`src/rtl/uart_rx.sv`:
```
// UART receiver: start/data/parity/stop framing with a 2-flop synchronized line, mid-bit sampling.
// Latency: word, parity and framing status appear one cycle after the mid-stop sample.
// Backpressure: none; rx_data_valid is a single-cycle pulse the consumer must take.
module uart_rx #(
    parameter int BAUD_RATE   = 115200,
    parameter int CLK_RATE    = 100000000,
    parameter int WORD_WIDTH  = 8,
    parameter int EVEN_PARITY = 0
) (
    input  logic                  clock,
    input  logic                  rst,
    input  logic                  rx_data_in,
    output logic [WORD_WIDTH-1:0] rx_data_out,
    output logic                  rx_data_valid,
    output logic                  rx_parity_err,
    output logic                  rx_frame_err,
    output logic                  rx_busy
);
    localparam int BIT_CNT  = CLK_RATE / BAUD_RATE;
    localparam int HALF_CNT = BIT_CNT / 2;
    localparam int CNT_W    = $clog2(BIT_CNT + 1);
    localparam int IDX_W    = $clog2(WORD_WIDTH + 1);

    localparam logic [CNT_W-1:0] BIT_LAST  = CNT_W'(BIT_CNT - 1);
    localparam logic [CNT_W-1:0] HALF_LAST = CNT_W'(HALF_CNT - 1);
    localparam logic [IDX_W-1:0] IDX_LAST  = IDX_W'(WORD_WIDTH - 1);

    typedef enum logic [2:0] {IDLE, START, DATA, PARITY, STOP} state_t;

    state_t                  state, next_state;
    logic                    sync0, rx_s, rx_prev;
    logic [CNT_W-1:0]        cnt;
    logic [IDX_W-1:0]        idx;
    logic [WORD_WIDTH-1:0]   shift;
    logic                    parity_bit;
    logic                    cnt_clr, shift_en, par_en, done;
    logic                    exp_parity;

    assign rx_busy    = (state != IDLE);
    assign exp_parity = (EVEN_PARITY != 0) ? (^shift) : (~^shift);

    always_ff @(posedge clock) begin
        if (rst) state <= IDLE;
        else     state <= next_state;
    end

    always_comb begin
        next_state = state;
        cnt_clr    = 1'b0;
        shift_en   = 1'b0;
        par_en     = 1'b0;
        done       = 1'b0;
        case (state)
            // Requiring a real 1->0 transition keeps a held break from re-triggering.
            IDLE: begin
                cnt_clr = 1'b1;
                if (rx_prev && !rx_s) next_state = START;
            end
            START: begin
                if (cnt == HALF_LAST) next_state = rx_s ? IDLE : DATA;
            end
            DATA: begin
                if (cnt == BIT_LAST) begin
                    shift_en = 1'b1;
                    cnt_clr  = 1'b1;
                    if (idx == IDX_LAST) next_state = PARITY;
                end
            end
            PARITY: begin
                if (cnt == BIT_LAST) begin
                    par_en     = 1'b1;
                    next_state = STOP;
                end
            end
            STOP: begin
                if (cnt == BIT_LAST) begin
                    done       = 1'b1;
                    next_state = IDLE;
                end
            end
            default: next_state = IDLE;
        endcase
        if (next_state != state) cnt_clr = 1'b1;
    end

    always_ff @(posedge clock) begin
        if (rst) begin
            sync0         <= 1'b1;
            rx_s          <= 1'b1;
            rx_prev       <= 1'b1;
            cnt           <= '0;
            idx           <= '0;
            shift         <= '0;
            parity_bit    <= 1'b0;
            rx_data_out   <= '0;
            rx_data_valid <= 1'b0;
            rx_parity_err <= 1'b0;
            rx_frame_err  <= 1'b0;
        end else begin
            sync0   <= rx_data_in;
            rx_s    <= sync0;
            rx_prev <= rx_s;
            cnt     <= cnt_clr ? '0 : cnt + CNT_W'(1);
            if (state == START) idx <= '0;
            if (shift_en) begin
                shift <= {rx_s, shift[WORD_WIDTH-1:1]};
                idx   <= idx + IDX_W'(1);
            end
            if (par_en) parity_bit <= rx_s;
            rx_data_valid <= done;
            if (done) begin
                rx_data_out   <= shift;
                rx_parity_err <= (parity_bit != exp_parity);
                rx_frame_err  <= !rx_s;
            end
        end
    end
endmodule

```
`config.mk`:
```
export PLATFORM = sky130hd
export DESIGN_NAME = uart_rx
export DESIGN_NICKNAME = d
export VERILOG_FILES = /design/src/rtl/uart_rx.sv
export SDC_FILE = /design/constraint.sdc
export NUM_CORES = 1
export LEC_CHECK = 0
export ABC_AREA = 1
export CAP_MARGIN = 0
export CORE_UTILIZATION = 65
export DETAILED_ROUTE_END_ITERATION = 8
export DONT_BUFFER_PORTS = 1
export PLACE_DENSITY_LB_ADDON = 0.2
export SLEW_MARGIN = 20
export SYNTH_ARGS = -nofsm -noshare
export SYNTH_HDL_FRONTEND = slang
export SYNTH_SLANG_ARGS = --single-unit
```
`constraint.sdc`:
```
create_clock -name clock -period 3.69 [get_ports clock]
set_clock_uncertainty 0.1 [all_clocks]
set_input_delay 1.107 -clock clock [delete_from_list [all_inputs] [get_ports clock]]
set_output_delay 1.107 -clock clock [all_outputs]
set_load 0.02 [all_outputs]
```
==> results by group, run 1 <==
Status
  – Outcome: complete, no violations

GRT
  – Overflow after GRT: 0
  – Pin count of the biggest net entering global routing: 18
  – Vias in the first global route: 1391
  – All-layer global routing usage: between 20% and 30%
  – Initial antenna violation count: 0
  – First-pass GRT wire length: approximately 6000 µm

CTS
  – CTS tree: yes
  – # Post-CTS Setup Buffers: 0
  – # H-tree levels: 2
  – Cts hold-fix bufs: 0
  – Clock Path Buffers: 2
  – Clk pin slew, worst setup/hold paths: roughly 0.13 ns
  – CTS Root Cell: clkbuf_4
  – CTS Sinks: 40
  – Total CTS buffers: 5
  – Cts repair resizes: 0
  – Clk Latency, worst-skew pair: around 0.35 ns

Floorplanning
  – Starting Density: between 60% and 70%
  – Die height: ~55 µm
  – DIE AREA: roughly 3100 µm²
  – Core Box Area: between 2000 and 3000 µm²
  – Die W: ~55 µm
  – # IOs: 15
  – Row count: 19

Logic synthesis
  – YS warnings: 0
  – Yosys cell types: 32
  – Mapped Nets: 235
  – Async set or reset register ratio after synthesis: 0%
  – Share of the synthesized area in the top cell type: 43.1%
  – Mapped Area: roughly 1900 µm²
  – Cells after Synth: 229
  – Post-synth top cells: dfxtp_1 (40), nand2_1 (38), nor2_1 (25)
  – Main area contributors after synthesis: dfxtp_1 (43%), nand2_1 (7.7%), nor2_1 (5.1%), nor2_2 (5.1%), a21oi_1 (4.6%)
  – Synth Flop Type: dfxtp_1
  – Top-count cell post-synth: dfxtp_1
  – Mean post-synth cell area: between 8 and 9 µm²
  – Yosys top cell by area: dfxtp_1
  – Seq/Total Area, Yosys: between 40% and 50%
  – Yosys reg bits: 40
  – EDFF count, synth: 0

Route
  – Vias per cell: roughly 5.5
  – Final ANT Viol Nets: 0
  – First DRT Iteration DRCs: roughly 100
  – Met3 WL: roughly 200 µm
  – Routed len/inst: about 13 µm
  – DR WL met2: roughly 1600 µm
  – Total number of vias: between 1k and 1.5k
  – Drt first pass iters: 4
  – Total Wirelength: roughly 3400 µm
  – Drt drc: 0
  – Wl on met1: approximately 1500 µm
  – Top routing layer in use: met4

Setup path
  – Req. time, crit path: 2.48 ns
  – Worst EP arrival: approximately 1.1 ns
  – Crit start category: flop
  – Max Fanout on Critical Path: 7
  – Critical setup path kind: flop to primary output
  – Crit. End Element: primary output

Finish
  – Fillers: approximately 210
  – Area of the multi-input gates: 958 µm²
  – Layout cells sized above 1: 21.1%
  – Final std cells w/o fill: between 200 and 300
  – Diodes inserted: 0
  – Synth-to-layout area growth: 5.66%
  – Final Net Count: 237
  – Post-route cell area: between 1500 and 2000 µm²
  – FF/Latch Area: roughly 800 µm²

Flow run
  – Max-Cap Viols: 0

Timing
  – Final setup viols: 0
  – Max-slew violations: 0
  – Worst-margin pin slew: around 0.50 ns
  – Min Hold Slack: between 0.3 and 0.4 ns
  – Period minus WS final: 2.34 ns
  – RSZ-0062 raised after global routing: no
  – Final Cycle Share: a little under two thirds
  – Fmax: around 430 MHz
  – Endpoints failing hold: 0
  – Max-slew headroom: between 60% and 70%
  – Sum of negative setup slack: 0 ns

Power and ir drop
  – Power Density: slightly below 400 nW/µm²
  – Sw power: 0.161 mW
  – Clock Power Share: about 40%
  – Switching Share: roughly a fifth
  – Peak supply drop: between 400 and 500 µV
  – Leak: between 0.7 and 0.8 nW
  – Seq pwr share: 57.2%
  – Total power draw: between 0.7 and 0.8 mW
  – P_int: around 0.60 mW
  – Logic gate share of total power: around 2.5%

Placement
  – Post-DP HPWL: about 2400 µm
  – Port Buffer Count: 0
  – Dpl cells: about 260
  – Placed cell area: approximately 1900 µm²
  – Final Wtd Congestion: between 0.8 and 0.9

Hold path
  – HP Class: flop to flop
## cells by family (layout without fill, tap and decap cells)
group,Yosys count,in the layout,share of synthesized area (%)
compound gates,32,32,8.96
buf+inv,25,28,5.32
flops,40,40,43.1
fa+ha+maj,3,3,2.02
xor+xnor,14,14,6.60
simple gates,115,115,34.0
## worst max-delay path: stages (launching register included)
cell     delay [ns]
dfxtp_1        0.56
nor2_2         0.09
nand2_2        0.14
## cell usage in the layout, fill, tap and decap left out, drive strengths merged
cell type / count
nor2: 44
xnor2: 5
dfxtp: 40
a21oi: 17
nor3: 2
a31oi: 1
or2: 3
clkinv: 2
o21a: 1
bufinv: 1
nand3: 16
a211oi: 1
nand2: 47
nand4: 2
inv: 19
xor2: 9
ha: 3
o21ai: 12
clkbuf: 6
nand3b: 1
## metrics by stage
step,setup WS (ns),utilization [%]
3_3_place_gp,1.54,68.5
6_report,1.35,71.8
3_5_place_dp,1.46,68.5
2_1_floorplan,1.54,-
5_1_grt,1.27,71.8
4_1_cts,1.33,71.8
## flip-flops by register name, indices dropped and copies added (netlist names)
register       flops
cnt               10
rx_data_out        8
shift              8
idx                4
state              3
parity_bit         1
rx_data_valid      1
rx_frame_err       1
rx_parity_err      1
rx_prev            1
rx_s               1
sync0              1
## worst paths after layout
| path | endpoint | start | slack (ns) | cells past startpoint |
|---|---|---|---|---|
| max | rx_busy | state[0]$_SDFF_PP0_ | 1.35 | 2 |
| min | rx_s$_SDFF_PP1_ | sync0$_SDFF_PP1_ | 0.34 | 1 |
| max reg2reg | rx_data_out[1]$_SDFFE_PP0P_ | cnt[0]$_SDFF_PP0_ | 1.53 | 8 |
| min reg2reg | rx_s$_SDFF_PP1_ | sync0$_SDFF_PP1_ | 0.34 | 1 |
## layout make-up
| cell class | instances | area share, % |
|---|---|---|
| clock inverter | 2 | 1.98 |
| inverter | 20 | 3.82 |
| multi-input combinational | 164 | 48.8 |
| clock buffer | 6 | 2.61 |
| tap | 31 | 1.98 |
| sequential | 40 | 40.8 |
## power by group through the flow
stage	clock network, mW	logic (mW)	registers, mW
floorplan	0	0.0189	0.446
global placement	0	0.0185	0.446
detailed placement	0	0.0188	0.447
CTS	0.314	0.0192	0.437
global route	0.329	0.0216	0.438
finish	0.308	0.0189	0.437
## layer usage
layer  track usage [%]  up-vias
met2              40.1       44
met1              31.1      655
met3              7.49        7
met5                 0        -
met4              8.57        0
li1                  -      733
(Power assumes the default switching activity.)
==> run 2, diff against run 1 <==
--- a/config.mk
+++ b/config.mk
@@ -7,7 +7,7 @@
 export LEC_CHECK = 0
 export ABC_AREA = 1
 export CAP_MARGIN = 0
-export CORE_UTILIZATION = 65
+export CORE_UTILIZATION = 56
 export DETAILED_ROUTE_END_ITERATION = 8
 export DONT_BUFFER_PORTS = 1
 export PLACE_DENSITY_LB_ADDON = 0.2
==> constraint.sdc (replaced) <==
create_clock -name clock -period 2.05 [get_ports clock]
set_clock_uncertainty 0.1 [all_clocks]
set_input_delay 0.615 -clock clock [delete_from_list [all_inputs] [get_ports clock]]
set_output_delay 0.615 -clock clock [all_outputs]
set_load 0.02 [all_outputs]
==> run 2 against run 1 <==
  * Flip-flop and latch count stayed put
  * Utilization is 7.1 points lower
  * Routed wire length is 5.3% lower
  * Combinational power is 92% higher
  * Highest routed layer unchanged
==> results by group, run 2 (synthesized netlist as in run 1, its figures left out) <==
Timing
  – Sum of negative setup slack: 0 ns
  – Max-slew headroom: 75.0%
  – Period minus WS final: about 1.9 ns
  – Max-slew violations: 0
  – RSZ-0062 raised after global routing: no
  – Final setup viols: 0
  – Endpoints failing hold: 0
  – Worst-margin pin slew: 0.374 ns
  – Post-route setup slack: between 0.15 and 0.2 ns
  – Min Hold Slack: roughly 0.22 ns
  – Final Cycle Share: 90.4%
  – Fmax: ~540 MHz

Power and ir drop
  – Leak: roughly 0.8 nW
  – Power Density: between 600 and 700 nW/µm²
  – Peak supply drop: 508 µV
  – Total power draw: 1.39 mW

Finish
  – Layout cells sized above 1: approximately 22%
  – Most flop-heavy register: cnt
  – Commonest non-fill, non-tap cell in the layout: dfxtp_1
  – Max reg flops: 10
  – Diodes inserted: 0
  – Regs by FF count: cnt: 10 flops, rx_data_out: 8 flops, shift: 8 flops
  – Final std cells w/o fill: 279
  – Fillers: around 280
  – Synth-to-layout area growth: 8.01%
  – Final core utilization: ~65%
  – Most frequent cells in the layout: dfxtp_1 (40), nand2_1 (38), nor2_1 (25), a21oi_1 (17)
  – Post-route cell area: 2010 µm²
  – Final Net Count: 240

CTS
  – Clk pin slew, worst setup/hold paths: about 0.12 ns
  – Clk Latency, worst-skew pair: around 0.35 ns
  – CTS Root Cell: clkbuf_4
  – Cts hold-fix bufs: 0
  – Clock Path Buffers: 2
  – CTS tree: yes
  – Cts repair resizes: 0
  – # H-tree levels: 2
  – Total CTS buffers: 5
  – # Post-CTS Setup Buffers: 0
  – CTS Sinks: 40

Floorplanning
  – Die W: between 50 and 60 µm
  – Core Box Area: 3100 µm²
  – Die height: between 50 and 60 µm
  – Starting Density: about three fifths
  – DIE AREA: 3550 µm²
  – Row count: 20
  – # IOs: 15

Route
  – Drt first pass iters: 4
  – First DRT Iteration DRCs: 59
  – Drt drc: 0
  – Total number of vias: 1388
  – Vias per cell: approximately 5
  – Routed len/inst: around 12 µm
  – Total Wirelength: around 3200 µm
  – Final ANT Viol Nets: 0

Placement
  – Placed cell area: ~1900 µm²
  – Place WS: 0.212 ns
  – Final Wtd Congestion: a little under 0.9
  – Post-DP HPWL: 2320 µm
  – Port Buffer Count: 0
  – Dpl cells: between 200 and 300

Setup path
  – Req. time, crit path: about 2.2 ns
  – Crit-path cells: ha_1 > nand3_2 > nor2_8 > nand2_4 > nand2_4 > nand2_2 > nor2_4 > nand2_2 > nand2_2 > nand3_4 > nor2_2
  – Crit start category: flop
  – Max incr delay on CP: ~0.42 ns
  – Crit. End Element: flop
  – Slowest-stage cell, CP: dfxtp_1
  – Max Fanout on Critical Path: 10
  – Crit path top cell by count: nand2_2
  – WP buf/inv: 0
  – Critical setup path kind: flop to flop
  – Worst EP arrival: approximately 2.0 ns
  – Largest delay share family, worst path: simple AND/OR/NAND/NOR gates

Hold path
  – HP Class: input pin to flop

GRT
  – Pin count of the biggest net entering global routing: 18
  – All-layer global routing usage: roughly a fifth
  – Initial antenna violation count: 0
  – Overflow after GRT: 0
  – Vias in the first global route: between 1k and 1.5k
  – First-pass GRT wire length: 5410 µm

Flow run
  – Max-Cap Viols: 0

Status
  – Outcome: complete, no violations
-- run 2: cell types whose count changed in the layout (fill, tap and decap cells not counted) --
cell,before,now
buf_4,0,3
clkbuf_8,1,2
clkinv_4,1,0
-- run 2: final cells by class --
class | count | area, µm² | share of cell area, %
Timing Repair Buffer | 3 | 22.5 | 1.12
Sequential cell | 40 | 801 | 39.9
Clock buffer | 7 | 65.1 | 3.24
Clock inverter | 1 | 30.0 | 1.50
Tap cell | 44 | 55.1 | 2.74
Inverter | 20 | 75.1 | 3.74
Multi-Input combinational cell | 164 | 958 | 47.8
-- run 2: worst reg2reg max path, stage by stage, from the launching register on --
cell     delay (ns)
dfxtp_1        0.42
ha_1           0.24
nand3_2        0.14
nor2_8         0.14
nand2_4        0.08
nand2_4        0.07
nand2_2        0.06
nor2_4         0.11
nand2_2        0.06
nand2_2        0.07
nand3_4        0.18
nor2_2         0.13
-- run 2: path summary, 6_finish.rpt --
kind	slack, ns	start	cells past startpoint	end
setup reg to reg	0.20	cnt[0]$_SDFF_PP0_	11	cnt[8]$_SDFF_PP0_
hold reg to reg	0.33	sync0$_SDFF_PP1_	1	rx_s$_SDFF_PP1_
hold / removal	0.22	rst	1	state[0]$_SDFF_PP0_
setup / recovery	0.20	cnt[0]$_SDFF_PP0_	11	cnt[8]$_SDFF_PP0_
-- run 2: routing by layer --
layer,GRT usage (%),vias up,routed length [µm]
li1,-,739,-
met1,30.0,612,1670
met2,28.7,33,1280
met3,7.42,4,212
met4,9.97,0,53
met5,0,-,0
-- run 2: report_power, final --
group          internal (mW)  leakage, nW  total, mW  switching (mW)
sequential             0.781        0.323      0.787         0.00564
clock                  0.324       0.0515      0.564           0.240
combinational         0.0124        0.416     0.0363          0.0239
==> run 3, diff against run 2 <==
--- a/config.mk
+++ b/config.mk
@@ -7,6 +7,7 @@
 export LEC_CHECK = 0
 export ABC_AREA = 1
 export CAP_MARGIN = 0
+export CORE_ASPECT_RATIO = 1.2
 export CORE_UTILIZATION = 56
 export DETAILED_ROUTE_END_ITERATION = 8
 export DONT_BUFFER_PORTS = 1
==> run 3 against run 2 <==
  * Die area hardly changed
  * Register-to-register slack got worse by 0.02 ns
  * Maximum frequency shrank 1.1%
  * Largest cell class unchanged
==> results by group, run 3 (synthesized netlist as in run 1, its figures left out) <==
Status
  – Outcome: complete, no violations

Timing
  – Final setup viols: 0
  – Final Cycle Share: approximately 91%
  – Fmax: between 500 and 600 MHz
  – Post-route setup slack: 0.177 ns
  – Max-slew violations: 0
  – Sum of negative setup slack: 0 ns
  – Period minus WS final: roughly 1.9 ns
  – Worst-margin pin slew: approximately 0.36 ns
  – Endpoints failing hold: 0
  – Min Hold Slack: 0.224 ns
  – Max-slew headroom: between 70% and 80%
  – RSZ-0062 raised after global routing: no

Finish
  – Max reg flops: 10
  – Most frequent cells in the layout: dfxtp_1 (40), nand2_1 (38), nor2_1 (25), a21oi_1 (17)
  – Final Net Count: 240
  – Diodes inserted: 0
  – Regs by FF count: cnt: 10 flops, rx_data_out: 8 flops, shift: 8 flops
  – Post-route cell area: ~2000 µm²
  – Synth-to-layout area growth: 6.60%
  – Commonest non-fill, non-tap cell in the layout: dfxtp_1
  – Layout cells sized above 1: between 20% and 30%
  – Final std cells w/o fill: around 270
  – Fillers: between 200 and 300
  – Most flop-heavy register: cnt
  – Final core utilization: a little under two thirds

Hold path
  – Hold depth: 1
  – WHS Endpoint: shift[5]$_SDFFE_PP0P_
  – HP Class: input pin to flop
  – Hold Startpoint: rst

GRT
  – All-layer global routing usage: about a fifth
  – Overflow after GRT: 0
  – Pin count of the biggest net entering global routing: 18
  – First-pass GRT wire length: 5200 µm
  – Vias in the first global route: ~1.3k
  – Initial antenna violation count: 0

Placement
  – Port Buffer Count: 0
  – Place WS: between 0.1 and 0.15 ns
  – Post-DP HPWL: about 2200 µm
  – Final Wtd Congestion: about 0.78
  – Placed cell area: approximately 1900 µm²
  – Dpl cells: about 260

Route
  – Total Wirelength: between 2000 and 3000 µm
  – Drt first pass iters: 4
  – First DRT Iteration DRCs: 29
  – Drt drc: 0
  – Routed len/inst: roughly 11 µm
  – Vias per cell: slightly above 5
  – Total number of vias: ~1.4k
  – Final ANT Viol Nets: 0

CTS
  – CTS tree: yes
  – CTS Root Cell: clkbuf_4
  – Cts hold-fix bufs: 0
  – Clk Latency, worst-skew pair: about 0.34 ns
  – # H-tree levels: 2
  – CTS Sinks: 40
  – Clk pin slew, worst setup/hold paths: 0.12 ns
  – Clock Path Buffers: 2
  – Total CTS buffers: 5

Power and ir drop
  – Clock Power Share: between 30% and 40%
  – Total power draw: about 1.3 mW
  – Switching Share: 20.4%
  – Leak: just under 0.8 nW
  – Peak supply drop: between 500 and 600 µV
  – Seq pwr share: 59.7%
  – P_int: 1.05 mW
  – Power Density: 665 nW/µm²
  – Sw power: 0.269 mW
  – Logic gate share of total power: under 10%

Setup path
  – R2r startpoint: cnt[0]$_SDFF_PP0_
  – Max Fanout on Critical Path: 10
  – Worst EP arrival: just over 2 ns
  – FF-to-FF End: cnt[0]$_SDFF_PP0_
  – Crit start category: flop
  – Req. time, crit path: between 2 and 2.5 ns
  – Reg2Reg Depth: 9
  – Reg2reg setup slack: approximately 0.18 ns
  – Crit. End Element: flop
  – Critical setup path kind: flop to flop

Floorplanning
  – DIE AREA: 3550 µm²
  – Die W: around 55 µm
  – Core Box Area: 3110 µm²
  – Row count: 22
  – Die height: about 65 µm
  – Starting Density: 59.7%
  – # IOs: 15

Flow run
  – Max-Cap Viols: 0
run 3: layout make-up:
class                   count  area, µm²  area share [%]
multi-input cells         164        961            48.5
flip-flops and latches     40        801            40.4
inverters                  20       75.1            3.79
well taps                  36       45.0            2.27
clock buffers               6       41.3            2.08
clock inverters             2       35.0            1.77
repair buffers              3       22.5            1.14
run 3: layer usage:
layer	track usage (%)	routed length (µm)	vias to the layer above
li1	-	-	740
met4	7.69	50	0
met5	0	0	-
met2	34.2	1470	15
met1	22.1	1350	615
met3	6.25	77	5
run 3: worst max-delay path: stages (launching register included):
cell and delay [ns]:
dfxtp_1 0.41, ha_2 0.24, nand3_2 0.13, nor2_8 0.14
nand2_4 0.08, nor2_4 0.17, nand3_2 0.13, nand3_2 0.12
nand3_4 0.18, nor2_2 0.12
run 3: power by group through the flow:
| stage | sequential [mW] | combinational, mW | clock [mW] |
|---|---|---|---|
| after floorplan | 0.803 | 0.0339 | 0 |
| after global placement | 0.804 | 0.0360 | 0 |
| after detailed placement | 0.804 | 0.0365 | 0 |
| after CTS | 0.786 | 0.0367 | 0.510 |
| after global routing | 0.787 | 0.0406 | 0.547 |
| final | 0.786 | 0.0358 | 0.496 |
run 3: worst max-delay path by stage:
| stage | start | endpoint | cells past startpoint |
|---|---|---|---|
| 6_report | cnt[0]$_SDFF_PP0_ | cnt[0]$_SDFF_PP0_ | 9 |
| 5_1_grt | cnt[0]$_SDFF_PP0_ | cnt[9]$_SDFF_PP0_ | 9 |
| 4_1_cts | cnt[0]$_SDFF_PP0_ | cnt[5]$_SDFF_PP0_ | 9 |
| 3_5_place_dp | cnt[0]$_SDFF_PP0_ | cnt[0]$_SDFF_PP0_ | 10 |
| 3_3_place_gp | cnt[0]$_SDFF_PP0_ | cnt[0]$_SDFF_PP0_ | 10 |
| 2_1_floorplan | cnt[0]$_SDFF_PP0_ | cnt[5]$_SDFF_PP0_ | 10 |
run 3: timing repair:
item,CTS,global route
buffers inserted,0,0
resized for setup,0,1
endpoints found under the setup margin,0,8
